==> src/rtl/btn_debounce_sel.sv <==
// Pushbutton debouncer driving a display select toggle.
// Optional free-running select toggle enabled by AUTO_SCAN_EN.
module btn_debounce_sel #(
  parameter int DEBOUNCE_CYCLES  = 270000,
  parameter bit BTN_ACTIVE_LOW   = 1'b1,
  parameter int AUTO_SCAN_CYCLES = 27000000
) (
  input  logic clk,
  input  logic rst,
  input  logic btn_raw,
  output logic sel,
  output logic press,
  output logic btn_stable
);

  localparam int CW =
    (DEBOUNCE_CYCLES > 1) ? $clog2(DEBOUNCE_CYCLES) : 1;
  localparam logic [CW-1:0] CNT_LAST =
    CW'(DEBOUNCE_CYCLES - 1);

  typedef enum logic [1:0] {
    IDLE,
    DEB_PRESS,
    PRESSED,
    DEB_RELEASE
  } state_t;

  state_t        state, state_n;
  logic [CW-1:0] cnt, cnt_n;
  logic          btn_n;
  logic          sync1, btn_s;
  logic          cnt_last;
  logic          press_evt;
  logic          sel_flip;

  assign btn_n    = BTN_ACTIVE_LOW ? ~btn_raw : btn_raw;
  assign cnt_last = (cnt == CNT_LAST);

  // two-flop synchroniser on the normalised pin
  always_ff @(posedge clk) begin
    if (rst) begin
      sync1 <= 1'b0;
      btn_s <= 1'b0;
    end else begin
      sync1 <= btn_n;
      btn_s <= sync1;
    end
  end

  // debounce state and stable-sample counter
  always_ff @(posedge clk) begin
    if (rst) begin
      state <= IDLE;
      cnt   <= '0;
    end else begin
      state <= state_n;
      cnt   <= cnt_n;
    end
  end

  // next-state logic; press_evt marks the accepted press edge
  always_comb begin
    state_n   = state;
    cnt_n     = cnt;
    press_evt = 1'b0;
    unique case (state)
      IDLE: begin
        if (btn_s) begin
          state_n = DEB_PRESS;
          cnt_n   = '0;
        end
      end
      DEB_PRESS: begin
        if (!btn_s) begin
          state_n = IDLE;
          cnt_n   = '0;
        end else if (cnt_last) begin
          state_n   = PRESSED;
          press_evt = 1'b1;
        end else begin
          cnt_n = cnt + CW'(1);
        end
      end
      PRESSED: begin
        if (!btn_s) begin
          state_n = DEB_RELEASE;
          cnt_n   = '0;
        end
      end
      DEB_RELEASE: begin
        if (btn_s) begin
          state_n = PRESSED;
          cnt_n   = '0;
        end else if (cnt_last) begin
          state_n = IDLE;
        end else begin
          cnt_n = cnt + CW'(1);
        end
      end
      default: begin
        state_n = IDLE;
        cnt_n   = '0;
      end
    endcase
  end

  assign btn_stable = (state == PRESSED) ||
                      (state == DEB_RELEASE);

`ifdef AUTO_SCAN_EN
  localparam int SW =
    (AUTO_SCAN_CYCLES > 1) ? $clog2(AUTO_SCAN_CYCLES) : 1;
  localparam logic [SW-1:0] SCAN_LAST =
    SW'(AUTO_SCAN_CYCLES - 1);

  logic [SW-1:0] scan_cnt;
  logic          scan_exp;

  assign scan_exp = (scan_cnt == SCAN_LAST);

  // scan period timer, restarted by expiry or a press
  always_ff @(posedge clk) begin
    if (rst)
      scan_cnt <= '0;
    else if (press_evt || scan_exp)
      scan_cnt <= '0;
    else
      scan_cnt <= scan_cnt + SW'(1);
  end

  assign sel_flip = press_evt | scan_exp;
`else
  localparam bit SCAN_OK = (AUTO_SCAN_CYCLES > 0);

  assign sel_flip = press_evt & SCAN_OK;
`endif

  // registered press pulse and select toggle
  always_ff @(posedge clk) begin
    if (rst) begin
      press <= 1'b0;
      sel   <= 1'b0;
    end else begin
      press <= press_evt;
      if (sel_flip)
        sel <= ~sel;
    end
  end

endmodule

==> config.mk <==
export PLATFORM = sky130hd
export DESIGN_NAME = btn_debounce_sel
export DESIGN_NICKNAME = d
export VERILOG_FILES = /design/src/rtl/btn_debounce_sel.sv
export SDC_FILE = /design/constraint.sdc
export NUM_CORES = 1
export LEC_CHECK = 0
export ABC_AREA = 0
export CORE_AREA = 4 4 51 53
export DETAILED_ROUTE_END_ITERATION = 16
export DIE_AREA = 0 0 55 57
export GPL_TIMING_DRIVEN = 0
export PLACE_DENSITY = 0.77
export SETUP_SLACK_MARGIN = 0.15
export SLEW_MARGIN = 10
export SYNTH_ARGS = -nofsm -noshare
export SYNTH_HDL_FRONTEND = slang
export SYNTH_SLANG_ARGS = --single-unit
==> constraint.sdc <==
create_clock -name clk -period 5.15 [get_ports clk]
set_input_delay 1.545 -clock clk [delete_from_list [all_inputs] [get_ports clk]]
set_output_delay 1.545 -clock clk [all_outputs]
set_load 0.1 [all_outputs]
# --- Word level (Yosys, flattened, before mapping) ---
# Cells that the tools add are included.
totals:
  ff_bits: 25
  inputBits: 3
  out_inout_bits: 3
classes:
  add_sub_neg: 1
  n_eq_ne: 8
  n_mux: 16
  bitwise_logic: 2
  n_reduce_logical: 4
op_table:
  columns: ["op", "count"]
  rows:
  - ["$mux W19", 5]
  - ["$pmux W19 S4", 1]
  - ["$add A19 B1 Y19 const B", 1]
  - ["$eq A19 B19 Y1 const B", 1]
  - ["$mux W2", 6]
  - ["$pmux W2 S4", 1]
  - ["$ne A3 B3 Y1 const B", 2]
  - ["$eq A2 B2 Y1 const B", 2]
  - ["$ne A2 B2 Y1 const B", 2]
  - ["$reduce_and A4 Y1", 1]
  - ["$mux W1", 3]
  - ["$eq A2 B1 Y1 const B", 1]
  - ["$logic_not A2 Y1", 1]
  - ["$not A1 Y1", 2]
  - ["$reduce_and A2 Y1", 1]
  - ["$logic_or A1 B1 Y1", 1]

# --- Depth between registers and ports, before layout ---
# Gate-level depths: netlist (run 1).
logic_depth:
  depth_word: 4
  depth_mapped: 7
  mapped_depth_nobuf: 6

# --- Worst setup path after synthesis (run 1) ---
# Ideal clock, no wire load.
synth_timing:
  path_type: "register -> output"
  from: "register with a tool-made name"
  to: "output port btn_stable"
  t_arrival_ns: 1.246
  t_required_ns: 3.605
  setup_slack_ns: 2.359
  path_stages_with_launch: 2
  cell_sequence: "dfxtp_1 > clkbuf_1"
synth_rtl:
  columns: ["item", "line_no", "source"]
  rows:
  - ["to (decl)", "13", "output logic btn_stable"]

==> results of run 1 <==
flip-flops by register name, summed over array words and instances (netlist names), named ones only:
name,count
cnt,19
btn_s,1
press,1
sync1,1
sel,1
state,1
layer usage:
metal	wire length, um	vias up	share of wire [%]	track usage (%)
li1	-	555	-	-
met1	1180	522	46	27.5
met2	1260	33	49	29.4
met3	121	2	4.7	3.92
met4	16	0	0.62	2.08
met5	0	-	0	0
path summary, 6_finish.rpt:
kind	end	slack, ns	depth (start not counted)	startpoint
worst max register to register	cnt[16]	2.96	6	cnt[0]
worst max-delay path	btn_stable	1.64	2	register
worst min register to register	btn_s	0.46	1	sync1
worst min-delay path	btn_s	0.46	1	sync1
placed cells by master, fill, tap and decap left out, types with 2 or more instances in the layout:
cell,Yosys,final
nand3_1,10,10
inv_1,2,2
nor2_1,23,23
or4_1,3,3
a21oi_1,8,8
a31oi_1,3,3
nand2_1,12,12
xor2_1,8,8
or3_1,2,2
nor3_1,2,2
nand4_1,6,6
clkbuf_1,5,6
xnor2_1,6,6
nand3b_1,3,3
and2_1,3,3
nor2b_1,3,3
o21ai_0,3,3
mux2i_1,2,2
clkbuf_4,0,3
or4b_2,2,2
nor4_1,2,2
dfxtp_1,25,25
clkdlybuf4s50_1,0,5
logic make-up (layout without fill, tap and decap cells):
| family | Yosys count | after routing | share of synthesized area (%) |
|---|---|---|---|
| compound gates | 20 | 20 | 9.33 |
| xor+xnor | 14 | 14 | 9.72 |
| fa+ha+maj | 1 | 1 | 0.992 |
| buf+inv | 8 | 17 | 2.98 |
| flops | 25 | 25 | 39.7 |
| mux | 2 | 2 | 1.59 |
| simple gates | 80 | 80 | 35.7 |
power by group through the flow:
stage	Sequential, uW	Clock [uW]	Combinational (uW)
global route	195	95.0	12.3
finish	195	83.9	10.7
CTS	195	87.6	10.7
floorplan	199	0	6.31
global placement	199	0	10.4
detailed placement	199	0	10.7
through the flow:
| step | cells | setup slack, ns | total power [uW] | hold WS, ns | area (um2) |
|---|---|---|---|---|---|
| floorplan | 150 | 2.36 | 205 | 0.414 | 1260 |
| global placement | 183 | 1.99 | 210 | 0.418 | 1350 |
| detailed placement | 183 | 1.98 | 210 | 0.449 | 1350 |
| CTS | 187 | 1.62 | 293 | 0.467 | 1370 |
| global route | 187 | 1.55 | 302 | 0.488 | 1370 |
| finish | 187 | 1.64 | 290 | 0.465 | 1370 |
cells in the mapped netlist, types with 2 or more instances:
cell type | instances | area [um2]
and2_1 | 3 | 18.8
xor2_1 | 8 | 70.1
mux2i_1 | 2 | 20.0
nand2_1 | 12 | 45.0
dfxtp_1 | 25 | 500
or4b_2 | 2 | 20.0
clkbuf_1 | 5 | 18.8
o21ai_0 | 3 | 15.0
nor2b_1 | 3 | 18.8
nor2_1 | 23 | 86.3
or3_1 | 2 | 12.5
nand4_1 | 6 | 37.5
a31oi_1 | 3 | 18.8
inv_1 | 2 | 7.51
nand3_1 | 10 | 50.1
xnor2_1 | 6 | 52.6
or4_1 | 3 | 22.5
nand3b_1 | 3 | 22.5
nor4_1 | 2 | 12.5
a21oi_1 | 8 | 40.0
nor3_1 | 2 | 10.0
layout make-up:
class                   instances  area (um2)
repair buffers                  5        50.0
plain buffers                   6        30.0
fillers                       194         776
inverters                       2        7.51
well taps                      28        35.0
flip-flops and latches         25         500
multi-input cells             117         723
clock buffers                   4        26.3
==> metrics.txt, run 1 <==
Clk pwr share 29.0%; routability cong. 0.849; slew at the pin closest to its max-slew limit 0.965 ns; core box area 2150 um2; CP arrival 1.97 ns; final design utilization 63.9%; largest net degree at the start of global routing 14; CP bufs+invs 2; Worst path top cell family by delay buffers and inverters; clk slew on worst S/H paths 0.12 ns; RSZ-0062 raised after global routing no; asr flop ratio synth 0%; Leakage 0.000468 uW; total CTS buffers 3; startpoint types register; Die X 55 um; DR iter-0 viols 28; Tmin final 3.51 ns; drt drc 0; Worst EP required 3.61 ns; slew margin rel. 35.5%; sequential fraction of design power 67.3%; EDFF count, synth 0; IR Drop Worst-Case VDD 272 uV; switching share of total power 21.3%; Hold/Removal Path Class reg2reg; layout cells sized above 1 6.29%; synth warn 0; die footprint 3140 um2; PortBufs 5; Final Slew Violations 0; switching power 61.6 uW; max_cap viols 0; clock skew 0.00748 ns; CP cell instances clkbuf_1 > clkdlybuf4s50_1; via count 1,112; initial antenna violation count 0; IO Pins 6; Vert. Die Dim 57 um; synth unique cells 38; number of diodes 0; CP Capture Type output pin; Hold Buf Count CTS 0; Skew-Pair Late Insertion Delay 0.31 ns; clk sinks 25; syn nets 154; Setup Buffers After CTS 0; Rows 17; slowest stage delay, CP 1.12 ns; final wirelength 2580 um; Resized cells post-CTS 0; first-pass GRT wire length 4520 um; ys flop type dfxtp_1; Mapped Area 1260 um2; final net count 164; Setup Total Neg Slack 0 ns; Post-Synthesis Cells 150; antenna viol nets, final 0; Hold Vio Cnt, Final 0; GRT Overall Usage 18.9%; Critical Path Slowest Stage Cell clkdlybuf4s50_1; H-tree depth 1; Comb pwr share 3.7%; CTS tree yes; Initial Util 58.7%; Avg Cell Area, Syn 8.41 um2; Area Growth Syn to Fin 8.83%; Crit Path Class reg2out; DR vias/cell 5.95; PD cells 211 nW/um2; grt ovf 0; Crit Path Max Fanout 5; Tcrit/Tclk final 68.2%; register bit count reported by yosys 25; Pre-antenna DRT Iters 4; root buffer cell clkbuf_4; final setup fails 0; wire per inst 13.8 um; DP HPWL 1970 um; Achievable Freq 0.285 GHz; maximum clock path buffer count 2; vias in the first global route 983; outcome finished, final reports clean; register area share after synthesis 39.7%; Pint 228 uW
Power figures use the tool's default switching activity.
==> run 2: changes to the inputs <==
--- a/config.mk
+++ b/config.mk
@@ -6,11 +6,11 @@
 export NUM_CORES = 1
 export LEC_CHECK = 0
 export ABC_AREA = 0
-export CORE_AREA = 4 4 51 53
+export CORE_AREA = 4 4 55 57
 export DETAILED_ROUTE_END_ITERATION = 16
-export DIE_AREA = 0 0 55 57
+export DIE_AREA = 0 0 59 61
 export GPL_TIMING_DRIVEN = 0
-export PLACE_DENSITY = 0.77
+export PLACE_DENSITY = 0.7
 export SETUP_SLACK_MARGIN = 0.15
 export SLEW_MARGIN = 10
 export SYNTH_ARGS = -nofsm -noshare
==> constraint.sdc (replaced) <==
create_clock -name clk -period 3.2 [get_ports clk]
set_input_delay 0.96 -clock clk [delete_from_list [all_inputs] [get_ports clk]]
set_output_delay 0.96 -clock clk [all_outputs]
set_load 0.1 [all_outputs]
==> run 2 against run 1 <==
Cell count grew 1.1%. Clock-buffer cell count is 1 lower. Die area rose by 15%. Utilization down 8.3 points. Global-route usage shrank 2.3 points. Largest power group unchanged. Setup slack worse by 1.4 ns. Highest routed layer unchanged. First-iteration DRC count grew 25%. Clock skew is essentially flat. Hold slack got worse by 0.0081 ns.
==> metrics.txt, run 2 (same netlist as run 1, synthesis figures left out) <==
routability cong. 0.813 (-4.3%); most common cell after layout, fill and taps aside dfxtp_1; max reg flops 19 (unchanged); R2R cell count 6 (unchanged); DP HPWL 1960 um (-0.89%); largest net degree at the start of global routing 15 (+1); outcome finished, final reports clean; FF-to-FF End cnt[16]; Tmin final 2.97 ns; Hold Buf Count CTS 0 (unchanged); max_cap viols 0 (unchanged); CP bufs+invs 2 (unchanged); CTS tree yes; Achievable Freq 0.337 GHz; final wirelength 2630 um (+2.1%); PD cells 341 nW/um2 (+62%); Vert. Die Dim 61 um (+7.0%); DR iter-0 viols 35 (+25%); layout cells sized above 1 6.92% (+0.63 points); vias in the first global route 1,003 (+2.0%); IO Pins 6 (unchanged); switching share of total power 22.3% (+1.0 points); CP Capture Type output pin; grt ovf 0 (unchanged); dpl cells 185 (+1.1%); final hold slack 0.456 ns (-0.00808 ns); Resized cells post-CTS 0 (unchanged); H-tree depth 1 (unchanged); Crit Path Max Fanout 5 (unchanged); RSZ-0062 raised after global routing no; total CTS buffers 3 (unchanged); clk slew on worst S/H paths 0.14 ns (+0.02 ns); final net count 164 (unchanged); Skew-Pair Late Insertion Delay 0.32 ns (about the same); clock skew 0.00711 ns (-0.000373 ns); Setup Buffers After CTS 0 (unchanged); initial antenna violation count 0 (unchanged); CP cell instances clkbuf_1 > clkdlybuf4s50_1; Pre-antenna DRT Iters 4 (unchanged); core box area 2480 um2 (+15%); Critical Path Slowest Stage Cell clkdlybuf4s50_1; Crit Path Class reg2out; DR vias/cell 5.83 (-1.9%); via count 1,102 (-0.90%); Fillers 232 (+20%); slew margin rel. 34.7% (-0.77 points); first-pass GRT wire length 4530 um (+0.15%); reg2reg start cnt[0]; antenna viol nets, final 0 (unchanged); Die X 59 um (+7.3%); slowest stage delay, CP 1.13 ns (about the same); Comb pwr share 3.7% (about the same); root buffer cell clkbuf_4; CP arrival 2.01 ns (+0.04 ns); IR Drop Worst-Case VDD 279 uV (+2.7%); drt drc 0 (unchanged); Worst path depth 2 (unchanged); R2R setup slack 0.99 ns (-1.97 ns); Worst Hold Launch sync1; Tcrit/Tclk final 92.8%; Rows 18 (+1); Hold Vio Cnt, Final 0 (unchanged); Worst EP required 2.24 ns (-1.37 ns); Critical path destination btn_stable; Setup Total Neg Slack 0 ns (unchanged); maximum clock path buffer count 2 (unchanged); Worst path top cell family by delay buffers and inverters; final setup fails 0 (unchanged); Hold/Removal Path Class reg2reg; Leakage 0.000471 uW (+0.58%); Pint 365 uW (+60%); final design utilization 55.6% (-8.3 points); PortBufs 5 (unchanged); sequential fraction of design power 66.8% (-0.5 points); Initial Util 50.9% (-7.8 points); clk sinks 25 (unchanged); startpoint types register; number of diodes 0 (unchanged); Most flops, register cnt; slew at the pin closest to its max-slew limit 0.977 ns (+0.0115 ns); Finished Layout Cells 189 (+1.1%); commonest non-fill, non-tap cells in the layout dfxtp_1 (25), nor2_1 (23), nand2_1 (12), nand3_1 (10); Area Growth Syn to Fin 9.13%; switching power 105 uW (+70%); GRT Overall Usage 16.5% (-2.3 points); Clk pwr share 29.5% (+0.5 points); wire per inst 13.9 um (+0.98%); Final Slew Violations 0 (unchanged); die footprint 3600 um2 (+15%); Total Power 470 uW (+62%)
==> run 2: cell count changes in the layout (fill, tap and decap cells not counted), sizes merged <==
cell and delta:
clkinv +1, clkbuf -1
==> run 2: how the worst min path moves through the flow <==
stage	endpoint	slack, ns	cells past startpoint
detailed placement	btn_s	0.43	1
global placement	btn_s	0.42	1
floorplan	btn_s	0.41	1
global route	btn_s	0.48	1
finish	btn_s	0.46	1
CTS	btn_s	0.46	1
==> run 2: layout make-up <==
| class | count | area [um2] | share of cell area, % |
|---|---|---|---|
| Buffer | 6 | 30.0 | 2.18 |
| Clock buffer | 3 | 22.5 | 1.64 |
| Clock inverter | 1 | 5.00 | 0.364 |
| Inverter | 2 | 7.51 | 0.545 |
| Multi-Input combinational cell | 117 | 723 | 52.5 |
| Sequential cell | 25 | 500 | 36.4 |
| Tap cell | 30 | 37.5 | 2.73 |
| Timing Repair Buffer | 5 | 50.0 | 3.64 |
==> run 2: worst register-to-register path, stage by stage, from the launching register on <==
cell	delay [ns]
dfxtp_1	0.40
ha_1	0.25
nand4_2	0.21
nor3_1	0.54
nand3_1	0.18
or4_1	0.42
a31oi_1	0.13
==> run 2: per-layer routing <==
layer,track usage (%),share of wire (%),vias to the layer above
li1,-,-,556
met1,20.9,47,521
met2,27.8,47,23
met3,4.68,4.6,2
met4,4.53,0.65,0
met5,0,0,-
==> run 2: metrics by stage <==
stage               instance area, um2  setup WS [ns]
CTS                               1380          0.197
finish                            1380          0.232
detailed placement                1350          0.579
global placement                  1350          0.627
floorplan                         1260          0.994
global route                      1380          0.154
==> run 2: power groups by stage <==
| stage | clock [uW] | sequential (uW) | combinational (uW) |
|---|---|---|---|
| final | 139 | 314 | 17.2 |
| after global routing | 156 | 314 | 19.4 |
| after CTS | 146 | 314 | 17.3 |
| after detailed placement | 0 | 321 | 17.2 |
| after global placement | 0 | 321 | 17.1 |
| after floorplan | 0 | 320 | 10.2 |
==> run 3: changes to the inputs <==
--- a/config.mk
+++ b/config.mk
@@ -5,12 +5,12 @@
 export SDC_FILE = /design/constraint.sdc
 export NUM_CORES = 1
 export LEC_CHECK = 0
-export ABC_AREA = 0
-export CORE_AREA = 4 4 55 57
+export ABC_AREA = 1
+export CORE_AREA = 4 4 56 58
 export DETAILED_ROUTE_END_ITERATION = 16
-export DIE_AREA = 0 0 59 61
+export DIE_AREA = 0 0 60 62
 export GPL_TIMING_DRIVEN = 0
-export PLACE_DENSITY = 0.7
+export PLACE_DENSITY = 0.76
 export SETUP_SLACK_MARGIN = 0.15
 export SLEW_MARGIN = 10
 export SYNTH_ARGS = -nofsm -noshare
==> constraint.sdc (replaced) <==
create_clock -name clk -period 2.8 [get_ports clk]
set_input_delay 0.84 -clock clk [delete_from_list [all_inputs] [get_ports clk]]
set_output_delay 0.84 -clock clk [all_outputs]
set_load 0.1 [all_outputs]
==> run 3 against run 2 <==
Non-clock buffer count fell by 4. Power grew 19%. Synthesized area rose by 21%. Largest power group unchanged. Largest cell class unchanged. Critical path depth did not move. Sequential share of layout area down 5.7 points.
==> metrics.txt, run 3 <==
outcome finished, final reports clean; most common cell after layout, fill and taps aside nand2_1; switching share of total power 24.9% (+2.6 points); CP Capture Type output pin; grt ovf 0 (unchanged); Pre-antenna DRT Iters 6 (+2); DP HPWL 2540 um (+30%); register area share after synthesis 32.9% (-6.8 points); DR vias/cell 5.20 (-11%); Setup Total Neg Slack 0 ns (unchanged); Hold Vio Cnt, Final 0 (unchanged); syn nets 243 (+58%); wire per inst 12.0 um (-14%); Area Growth Syn to Fin 7.15%; Initial Util 57.2% (+6.3 points); ys flop type dfxtp_1; IR Drop Worst-Case VDD 348 uV (+24%); layout cells sized above 1 14.6% (+7.7 points); dpl cells 274 (+48%); Crit Path Max Fanout 4 (-1); DR iter-0 viols 62 (+77%); slew at the pin closest to its max-slew limit 0.960 ns (-0.0162 ns); synth warn 0 (unchanged); GRT Max-Usage Layer met2; Tmin final 2.51 ns; maximum clock path buffer count 2 (unchanged); startpoint types register; Pint 420 uW (+15%); largest net degree at the start of global routing 16 (+1); Achievable Freq 0.399 GHz; Mapped Area 1520 um2 (+21%); switching power 139 uW (+33%); leading area contributor after synthesis dfxtp_1; IO Pins 6 (unchanged); die footprint 3720 um2 (+3.4%); synth unique cells 27 (-29%); Hold/Removal Path Class reg2reg; Leakage 0.000617 uW (+31%); Total Power 559 uW (+19%); commonest non-fill, non-tap cells in the layout nand2_1 (54), inv_1 (34), nor2_1 (28), dfxtp_1 (25), nand3_1 (21); Vert. Die Dim 62 um (+1.6%); Post-Synthesis Cells 239 (+59%); register area 500 um2 (unchanged); post-route cell area 1630 um2 (+19%); antenna viol nets, final 0 (unchanged); vias in the first global route 1,262 (+26%); top-area cell type share of the netlist area 32.9% (-6.8 points); Clk pwr share 30.9% (+1.4 points); via count 1,446 (+31%); CP arrival 1.67 ns (-0.34 ns); routability cong. 0.881 (+8.4%); max_cap viols 0 (unchanged); Avg Cell Area, Syn 6.37 um2 (-24%); Fillers 271 (+17%); Finished Layout Cells 278 (+47%); top cells by count, synth nand2_1 (54), inv_1 (34), nor2_1 (28); drt drc 0 (unchanged); Final Slew Violations 0 (unchanged); clock skew 0.00596 ns (-0.00115 ns); register bit count reported by yosys 25 (unchanged); EDFF count, synth 0 (unchanged); max reg flops 19 (unchanged); initial antenna violation count 0 (unchanged); clk slew on worst S/H paths 0.15 ns (about the same); asr flop ratio synth 0% (unchanged); R2R setup slack 1.16 ns (+0.17 ns); PD cells 343 nW/um2 (+0.44%); final design utilization 61.3% (+5.7 points); met1 usage 25.5% (+4.7 points); slew margin rel. 35.9% (+1.2 points); Worst EP required 1.96 ns (-0.28 ns); GRT Overall Usage 19.9% (+3.3 points); met3 GRT Util 4.55% (-0.14 points); dpl cell area 1600 um2 (+19%); synth top area cells dfxtp_1 (33%), nand2_1 (13%), inv_1 (8.4%); met2 usage 33.0% (+5.3 points); H-tree depth 1 (unchanged); core box area 2660 um2 (+7.5%); Most flops, register cnt; most frequent cell after synthesis nand2_1; Multi-input gate area 853 um2 (+18%); final setup fails 0 (unchanged); Crit Path Class reg2out; total CTS buffers 3 (unchanged); Comb pwr share 4.9% (+1.2 points); Hold Buf Count CTS 0 (unchanged); sequential fraction of design power 64.2% (-2.6 points); Tcrit/Tclk final 89.6%; final wirelength 3330 um (+27%); first-pass GRT wire length 5530 um (+22%); RSZ-0062 raised after global routing no; clk sinks 25 (unchanged); root buffer cell clkbuf_4; Die X 60 um (+1.7%); Rows 19 (+1); PortBufs 4 (-1); CTS tree yes; Skew-Pair Late Insertion Delay 0.33 ns (about the same); number of diodes 0 (unchanged); final net count 252 (+54%)
[run 3: changes by cell type in the layout (fill, tap and decap cells not counted), sizes merged, moves of 4 or more]
cell	previous run	this run
nand2	12	61
inv	2	42
nor2	23	40
nand3	10	24
a21oi	8	18
o21ai	4	11
xor2	8	1
xnor2	6	0
clkdlybuf4s50	5	1
or4	4	0
[run 3: layer usage]
metal	share of wire, %	wire length (um)
met2	47	1580
met4	1.2	40
met1	45	1510
met5	0	0
met3	6.0	201
[run 3: path summary, 6_finish.rpt]
kind / startpoint / end / cells after the start
setup reg to reg: cnt[0] / sel / 8
setup / recovery: register / btn_stable / 2
hold / removal: sync1 / btn_s / 2
hold reg to reg: sync1 / btn_s / 2
[run 3: cell type report]
| class | instances | area share, % |
|---|---|---|
| Clock buffer | 3 | 1.38 |
| Inverter | 42 | 9.66 |
| Sequential cell | 25 | 30.7 |
| Clock inverter | 1 | 0.460 |
| Buffer | 3 | 0.690 |
| Timing Repair Buffer | 4 | 2.45 |
| Tap cell | 31 | 2.38 |
| Multi-Input combinational cell | 169 | 52.3 |
[run 3: power by group through the flow]
stage	Sequential, uW	Combinational (uW)	Clock, uW
after floorplan	367	19.6	0
after global placement	367	27.0	0
after detailed placement	367	27.0	0
after CTS	359	27.2	176
after global routing	360	30.6	191
final	359	27.2	173
[run 3: stage by stage]
stage | hold slack (ns) | setup WS (ns)
CTS | 0.421 | 0.166
detailed placement | 0.401 | 0.397
global route | 0.444 | 0.218
floorplan | 0.388 | 0.768
finish | 0.417 | 0.292
global placement | 0.401 | 0.394
[run 3: logic make-up after synthesis]
| kind of cell | after synthesis | synth area share [%] |
|---|---|---|
| adder cells (fa/ha/maj) | 1 | 0.822 |
| AO/OA/AOI/OAI | 31 | 11.3 |
| XOR/XNOR | 1 | 0.575 |
| flip-flops | 25 | 32.9 |
| AND/OR/NAND/NOR | 136 | 43.4 |
| buffers and inverters | 45 | 11.1 |
[run 3: critical path, cell delays in order, from the launching register on]
cell and delay [ns]:
dfxtp_1 0.40, clkbuf_1 0.10, dlygate4sd2_1 0.84
[run 3: timing repair]
action	4_1_cts	5_1_grt
endpoints found under the hold margin	0	0
setup endpoints to repair	2	1
setup buffers	0	0
gates resized for setup	2	1
gates cloned	0	0
